**src/rtl/seq_addsub_if.sv**
```systemverilog
// rtl/seq_addsub_if.sv - operand/result bundle between the register file side and seq_addsub
interface seq_addsub_if #(
  parameter int WIDTH = 8
);
  logic             start;
  logic             sub;
  logic [WIDTH-1:0] op_a;
  logic [WIDTH-1:0] op_b;
  logic             busy;
  logic             done;
  logic [WIDTH-1:0] result;
  logic             carry_out;
  logic             overflow;
  logic             zero;
  logic             negative;

  modport master (
    output start, sub, op_a, op_b,
    input  busy, done, result, carry_out, overflow, zero, negative
  );

  modport slave (
    input  start, sub, op_a, op_b,
    output busy, done, result, carry_out, overflow, zero, negative
  );
endinterface

```
**src/rtl/seq_addsub.sv**
```systemverilog
// rtl/seq_addsub.sv - multi-cycle adder/subtractor resolving CHUNK bits per clock, LSB first
module seq_addsub #(
  parameter int WIDTH = 8,
  parameter int CHUNK = 4
) (
  input  logic        clk,
  input  logic        rst_n,
  seq_addsub_if.slave bus
);
  localparam int N  = WIDTH / CHUNK;
  localparam int KW = (N > 1) ? $clog2(N) : 1;

  typedef enum logic [1:0] {
    IDLE = 2'd0,
    RUN  = 2'd1,
    DONE = 2'd2
  } state_t;

  state_t           r_state;
  logic [WIDTH-1:0] r_a;
  logic [WIDTH-1:0] r_b;
  logic [WIDTH-1:0] r_sum;
  logic             r_carry;
  logic [KW-1:0]    r_k;
  logic             r_a_msb;
  logic             r_b_msb;

  logic             r_busy;
  logic             r_done;
  logic [WIDTH-1:0] r_result;
  logic             r_carry_out;
  logic             r_overflow;
  logic             r_zero;
  logic             r_negative;

  logic [CHUNK:0]   w_chunk_sum;
  logic [WIDTH-1:0] w_chunk_hi;
  logic [WIDTH-1:0] w_next_sum;
  logic             w_last;
  logic             w_overflow;

  // Operands shift right each RUN cycle so the active chunk is always at bit 0;
  // finished sum chunks enter from the top and land in place after N cycles.
  assign w_chunk_sum = {1'b0, r_a[CHUNK-1:0]} + {1'b0, r_b[CHUNK-1:0]} + {{CHUNK{1'b0}}, r_carry};
  assign w_chunk_hi  = WIDTH'(w_chunk_sum[CHUNK-1:0]) << (WIDTH - CHUNK);
  assign w_next_sum  = (r_sum >> CHUNK) | w_chunk_hi;
  assign w_last      = (r_k == KW'(N - 1));
  assign w_overflow  = (r_a_msb == r_b_msb) && (w_next_sum[WIDTH-1] != r_a_msb);

  always_ff @(posedge clk or negedge rst_n) begin
    if (!rst_n) begin
      r_state     <= IDLE;
      r_a         <= '0;
      r_b         <= '0;
      r_sum       <= '0;
      r_carry     <= 1'b0;
      r_k         <= '0;
      r_a_msb     <= 1'b0;
      r_b_msb     <= 1'b0;
      r_busy      <= 1'b0;
      r_done      <= 1'b0;
      r_result    <= '0;
      r_carry_out <= 1'b0;
      r_overflow  <= 1'b0;
      r_zero      <= 1'b1;
      r_negative  <= 1'b0;
    end else begin
      r_done <= 1'b0;
      case (r_state)
        IDLE, DONE: begin
          if (bus.start) begin
            r_a     <= bus.op_a;
            r_b     <= bus.sub ? ~bus.op_b : bus.op_b;
            r_a_msb <= bus.op_a[WIDTH-1];
            r_b_msb <= bus.sub ? ~bus.op_b[WIDTH-1] : bus.op_b[WIDTH-1];
            r_carry <= bus.sub;
            r_sum   <= '0;
            r_k     <= '0;
            r_busy  <= 1'b1;
            r_state <= RUN;
          end else begin
            r_state <= IDLE;
          end
        end
        RUN: begin
          r_a     <= r_a >> CHUNK;
          r_b     <= r_b >> CHUNK;
          r_sum   <= w_next_sum;
          r_carry <= w_chunk_sum[CHUNK];
          r_k     <= r_k + KW'(1);
          if (w_last) begin
            r_state     <= DONE;
            r_busy      <= 1'b0;
            r_done      <= 1'b1;
            r_result    <= w_next_sum;
            r_carry_out <= w_chunk_sum[CHUNK];
            r_overflow  <= w_overflow;
            r_zero      <= (w_next_sum == '0);
            r_negative  <= w_next_sum[WIDTH-1];
          end
        end
        default: begin
          r_state <= IDLE;
          r_busy  <= 1'b0;
        end
      endcase
    end
  end

  assign bus.busy      = r_busy;
  assign bus.done      = r_done;
  assign bus.result    = r_result;
  assign bus.carry_out = r_carry_out;
  assign bus.overflow  = r_overflow;
  assign bus.zero      = r_zero;
  assign bus.negative  = r_negative;
endmodule

```
**src/flat_wrapper.sv**
```systemverilog
// flat-port wrapper written by rule: the top's interface ports become plain ports
module seq_addsub_flat 
#(
  parameter int WIDTH = 8,
  parameter int CHUNK = 4
)
  (clk, rst_n, bus_start, bus_sub, bus_op_a, bus_op_b, bus_busy, bus_done, bus_result, bus_carry_out, bus_overflow, bus_zero, bus_negative);
  seq_addsub_if #(.WIDTH(WIDTH)) bus_i ();
  input  logic clk;
  input  logic rst_n;
  input wire logic [$bits(bus_i.start)-1:0] bus_start;
  input wire logic [$bits(bus_i.sub)-1:0] bus_sub;
  input wire logic [$bits(bus_i.op_a)-1:0] bus_op_a;
  input wire logic [$bits(bus_i.op_b)-1:0] bus_op_b;
  output wire logic [$bits(bus_i.busy)-1:0] bus_busy;
  output wire logic [$bits(bus_i.done)-1:0] bus_done;
  output wire logic [$bits(bus_i.result)-1:0] bus_result;
  output wire logic [$bits(bus_i.carry_out)-1:0] bus_carry_out;
  output wire logic [$bits(bus_i.overflow)-1:0] bus_overflow;
  output wire logic [$bits(bus_i.zero)-1:0] bus_zero;
  output wire logic [$bits(bus_i.negative)-1:0] bus_negative;
  assign bus_i.start = bus_start;
  assign bus_i.sub = bus_sub;
  assign bus_i.op_a = bus_op_a;
  assign bus_i.op_b = bus_op_b;
  assign bus_busy = bus_i.busy;
  assign bus_done = bus_i.done;
  assign bus_result = bus_i.result;
  assign bus_carry_out = bus_i.carry_out;
  assign bus_overflow = bus_i.overflow;
  assign bus_zero = bus_i.zero;
  assign bus_negative = bus_i.negative;
  seq_addsub #(.WIDTH(WIDTH), .CHUNK(CHUNK)) u_core (.clk(clk), .rst_n(rst_n), .bus(bus_i));
endmodule
```
**config.mk**
```make
export PLATFORM = sky130hd
export DESIGN_NAME = seq_addsub_flat
export DESIGN_NICKNAME = d
export VERILOG_FILES = /design/src/rtl/seq_addsub_if.sv /design/src/rtl/seq_addsub.sv /design/src/flat_wrapper.sv
export SDC_FILE = /design/constraint.sdc
export NUM_CORES = 1
export LEC_CHECK = 0
export CAP_MARGIN = 0
export CORE_MARGIN = 2
export CORE_UTILIZATION = 46
export DETAILED_ROUTE_END_ITERATION = 10
export PLACE_DENSITY = 0.75
export SLEW_MARGIN = 20
export SYNTH_ARGS = -nofsm -noshare
export SYNTH_HDL_FRONTEND = slang
export SYNTH_SLANG_ARGS = --single-unit
```
**constraint.sdc**
```tcl
create_clock -name clk -period 2 [get_ports clk]
set_clock_uncertainty 0.15 [all_clocks]
set_input_delay 0.4 -clock clk [delete_from_list [all_inputs] [get_ports clk]]
set_output_delay 0.4 -clock clk [all_outputs]
set_load 0.02 [all_outputs]
```
==> impl_metrics.env <==
export IMPL_viasPerCell=5.153
export IMPL_num_io_pins=34
export IMPL_yosysTopAreaCell="dfrtp_1"
export IMPL_fin_tns_setup_ps=0
export IMPL_dp_hpwl_mm=2.657
export IMPL_tightest_slew_ps=684.3
export IMPL_path_max_fanout=2
export IMPL_synth_xor_area_share_pct=5.004
export IMPL_wire_per_inst_um=13.99
export IMPL_antenna_found_initial=0
export IMPL_root_buffer="clkbuf_8"
export IMPL_finalPower_mw=3.824
export IMPL_required_ps=2050
export IMPL_grt_overflow_total=0
export IMPL_finalCritPeriodShare_pct=97.11
export IMPL_core_mm2=0.003661
export IMPL_drc_errors=0
export IMPL_first_iter_violations=67
export IMPL_cp_arrival_ps=2000
export IMPL_synthSimpleGateAreaFrac_pct=13.80
export IMPL_die_w_um=65.69
export IMPL_drive_gt1_share_pct=15.92
export IMPL_clock_sinks=39
export IMPL_final_antenna_net_count=0
export IMPL_wl_mm=3.484
export IMPL_synth_seq_cells=39
export IMPL_ys_top_cells_by_area="dfrtp_1 (54%), nand2_1 (6.4%), xnor2_1 (3.5%)"
export IMPL_first_pass_iters=4
export IMPL_ctsHtreeMaxLevel=2
export IMPL_maxSlewViolCount=0
export IMPL_grt_usage_pct=18.88
export IMPL_cp_start_kind="flip-flop"
export IMPL_final_area_mm2=0.002291
export IMPL_cap_violations=0
export IMPL_min_path_type="reg2reg"
export IMPL_synth_mux_area_share_pct=3.217
export IMPL_die_h_um=65.69
export IMPL_holdWs_ps=330.9
export IMPL_clkLatencyLatePin_ps=290
export IMPL_clock_path_buffers=2
export IMPL_max_freq_mhz=514.9
export IMPL_yosys_warnings=0
export IMPL_finalSetupViolCount=0
export IMPL_place_ws_ps=-424.3
export IMPL_antennaDiodeCount=0
export IMPL_hold_viol=0
export IMPL_grt_pass1_wl_mm=6.092
export IMPL_dieArea_mm2=0.004315
export IMPL_synthAdderAreaFrac_pct=4.432
export IMPL_syn_avg_cell_area_um2=11.08
export IMPL_synthCells=158
export IMPL_status="finished, final reports clean"
export IMPL_synth_compound_area_share_pct=13.80
export IMPL_fin_crit_ps=1942
export IMPL_ir_worst_vdd_v=0.0005859
export IMPL_power_density_mw_per_mm2=1669
export IMPL_ys_seq_area_share_pct=55.83
export IMPL_ys_types=34
export IMPL_dr_total_vias=1283
export IMPL_dpl_cell_area_mm2=0.002162
export IMPL_num_rows=22
export IMPL_critPathCaptureType="flip-flop"
export IMPL_initial_core_util_pct=47.81
export IMPL_gp_congestion=0.7988
export IMPL_synthesis_nets=183
export IMPL_crit_type="reg2reg"
export IMPL_areaGrowthSynthToFinish_pct=30.88
export IMPL_grt_max_degree=21
export IMPL_yosysTopAreaCellShare_pct=54.32
export IMPL_portBuffers=33
export IMPL_leakagePower_nw=1.086
export IMPL_relSlewSlack_pct=54.33
export IMPL_synth_top_family_by_area="compound AO/OA/AOI/OAI gates"
export IMPL_clk_pin_slew_worst_paths_ps=70
export IMPL_rsz0062_at_grt="yes"
export IMPL_cts_tree="done"
export IMPL_numCtsBuffers=5
export IMPL_grt_pass1_vias=1358
export IMPL_syn_area_mm2=0.001750
export IMPL_nets=225
export IMPL_fin_ws_ps=57.72
==> synthesized netlist by cell type <==
cell type  number
a22o_1          6
clkbuf_1        2
or3b_1          1
o21ai_0        10
buf_6           1
dfrtp_1        38
nand3b_1        2
nor2b_1         1
a211o_1         1
o211ai_1        1
nor2_1         10
mux2_2          5
o41ai_2         1
inv_1           6
o21ai_2         1
nand2_4         1
nand2b_1        2
nor3_1          2
nand2_1        30
ha_1            3
buf_2           4
and3_1          1
xor2_1          3
buf_4           1
fa_1            2
nor4_1          1
xnor2_1         7
and2b_4         1
a22oi_1         4
a21o_1          1
dfstp_2         1
nand3_1         1
a21oi_1         2
a221o_1         5
==> cells in the final DEF (no fill, tap or decap), drive strengths merged, types with 3 or more instances in the layout <==
cell,instances
dfrtp,38
clkdlybuf4s50,31
nand2,31
o21ai,11
nor2,10
buf,10
clkbuf,8
xnor2,7
a22o,6
inv,6
a221o,5
mux2,5
a22oi,4
xor2,3
ha,3
==> where the power goes <==
group          internal [mW]  switching [mW]  total, mW
combinational          0.887           0.967       1.85
clock                  0.314           0.258      0.573
sequential              1.15           0.243       1.40
total                   2.36            1.47       3.82
==> layout make-up <==
type	instances	area, um2
multi-input cells	105	713.2
inverters	6	22.52
well taps	48	60.06
fillers	317	1370
clock buffers	8	100.1
flip-flops and latches	39	977.2
repair buffers	43	417.9
==> cells by family after synthesis <==
| family | count (synthesis) |
|---|---|
| mux | 5 |
| xor+xnor | 10 |
| buf+inv | 14 |
| flops | 39 |
| simple gates | 53 |
| fa+ha+maj | 5 |
| compound gates | 32 |
==> critical path, stage by stage (launching register included) <==
cell and delay (ps):
dfrtp_1 370, inv_2 50, fa_2 390, inv_2 60
fa_1 430, nand3b_1 190, o41ai_2 210
==> flip-flops by register name (all words and copies together) (netlist names), 2 cells and up <==
signal             flops
u_core.r_a             8
u_core.r_b             8
u_core.bus.result      7
u_core.r_sum           4
u_core.r_state         2
==> layer usage <==
metal / global-route usage, % / vias to the layer above / share of wire [%]
li1: - / 620 / -
met1: 22.58 / 615 / 43
met2: 31.82 / 39 / 50
met3: 4.281 / 9 / 5.0
met4: 9.375 / 0 / 2.4
met5: 0 / - / 0
==> worst paths after layout <==
check / from / end / slack, ps / depth (start not counted)
setup reg to reg: u_core.r_carry$_DFFE_PN0P_ / u_core.bus.zero$_DFFE_PN1P_ / 60 / 6
max in group asynchronous: rst_n / u_core.r_a[2]$_DFFE_PN0P_ / 790 / 3
hold reg to reg: u_core.bus.result[5]$_DFFE_PN0P_ / u_core.bus.result[5]$_DFFE_PN0P_ / 330 / 2
hold / removal: u_core.bus.result[5]$_DFFE_PN0P_ / u_core.bus.result[5]$_DFFE_PN0P_ / 330 / 2
setup / recovery: u_core.r_carry$_DFFE_PN0P_ / u_core.bus.zero$_DFFE_PN1P_ / 60 / 6
min in group asynchronous: rst_n / u_core.bus.result[1]$_DFFE_PN0P_ / 440 / 2
==> repair_timing <==
item,in CTS,in global routing
hold endpoints to repair,18,0
setup endpoints to repair,11,8
buffers inserted,1,0
gates resized for setup,2,4
pin swaps,1,1
hold buffers,1,0
==> through the flow <==
| step | util [%] | cells |
|---|---|---|
| after CTS | 62.44 | 249 |
| after global routing | 62.58 | 249 |
| after floorplan | - | 158 |
| final | 62.58 | 249 |
| after detailed placement | 59.06 | 239 |
| after global placement | 59.06 | 239 |
Power figures use the tool's default switching activity.
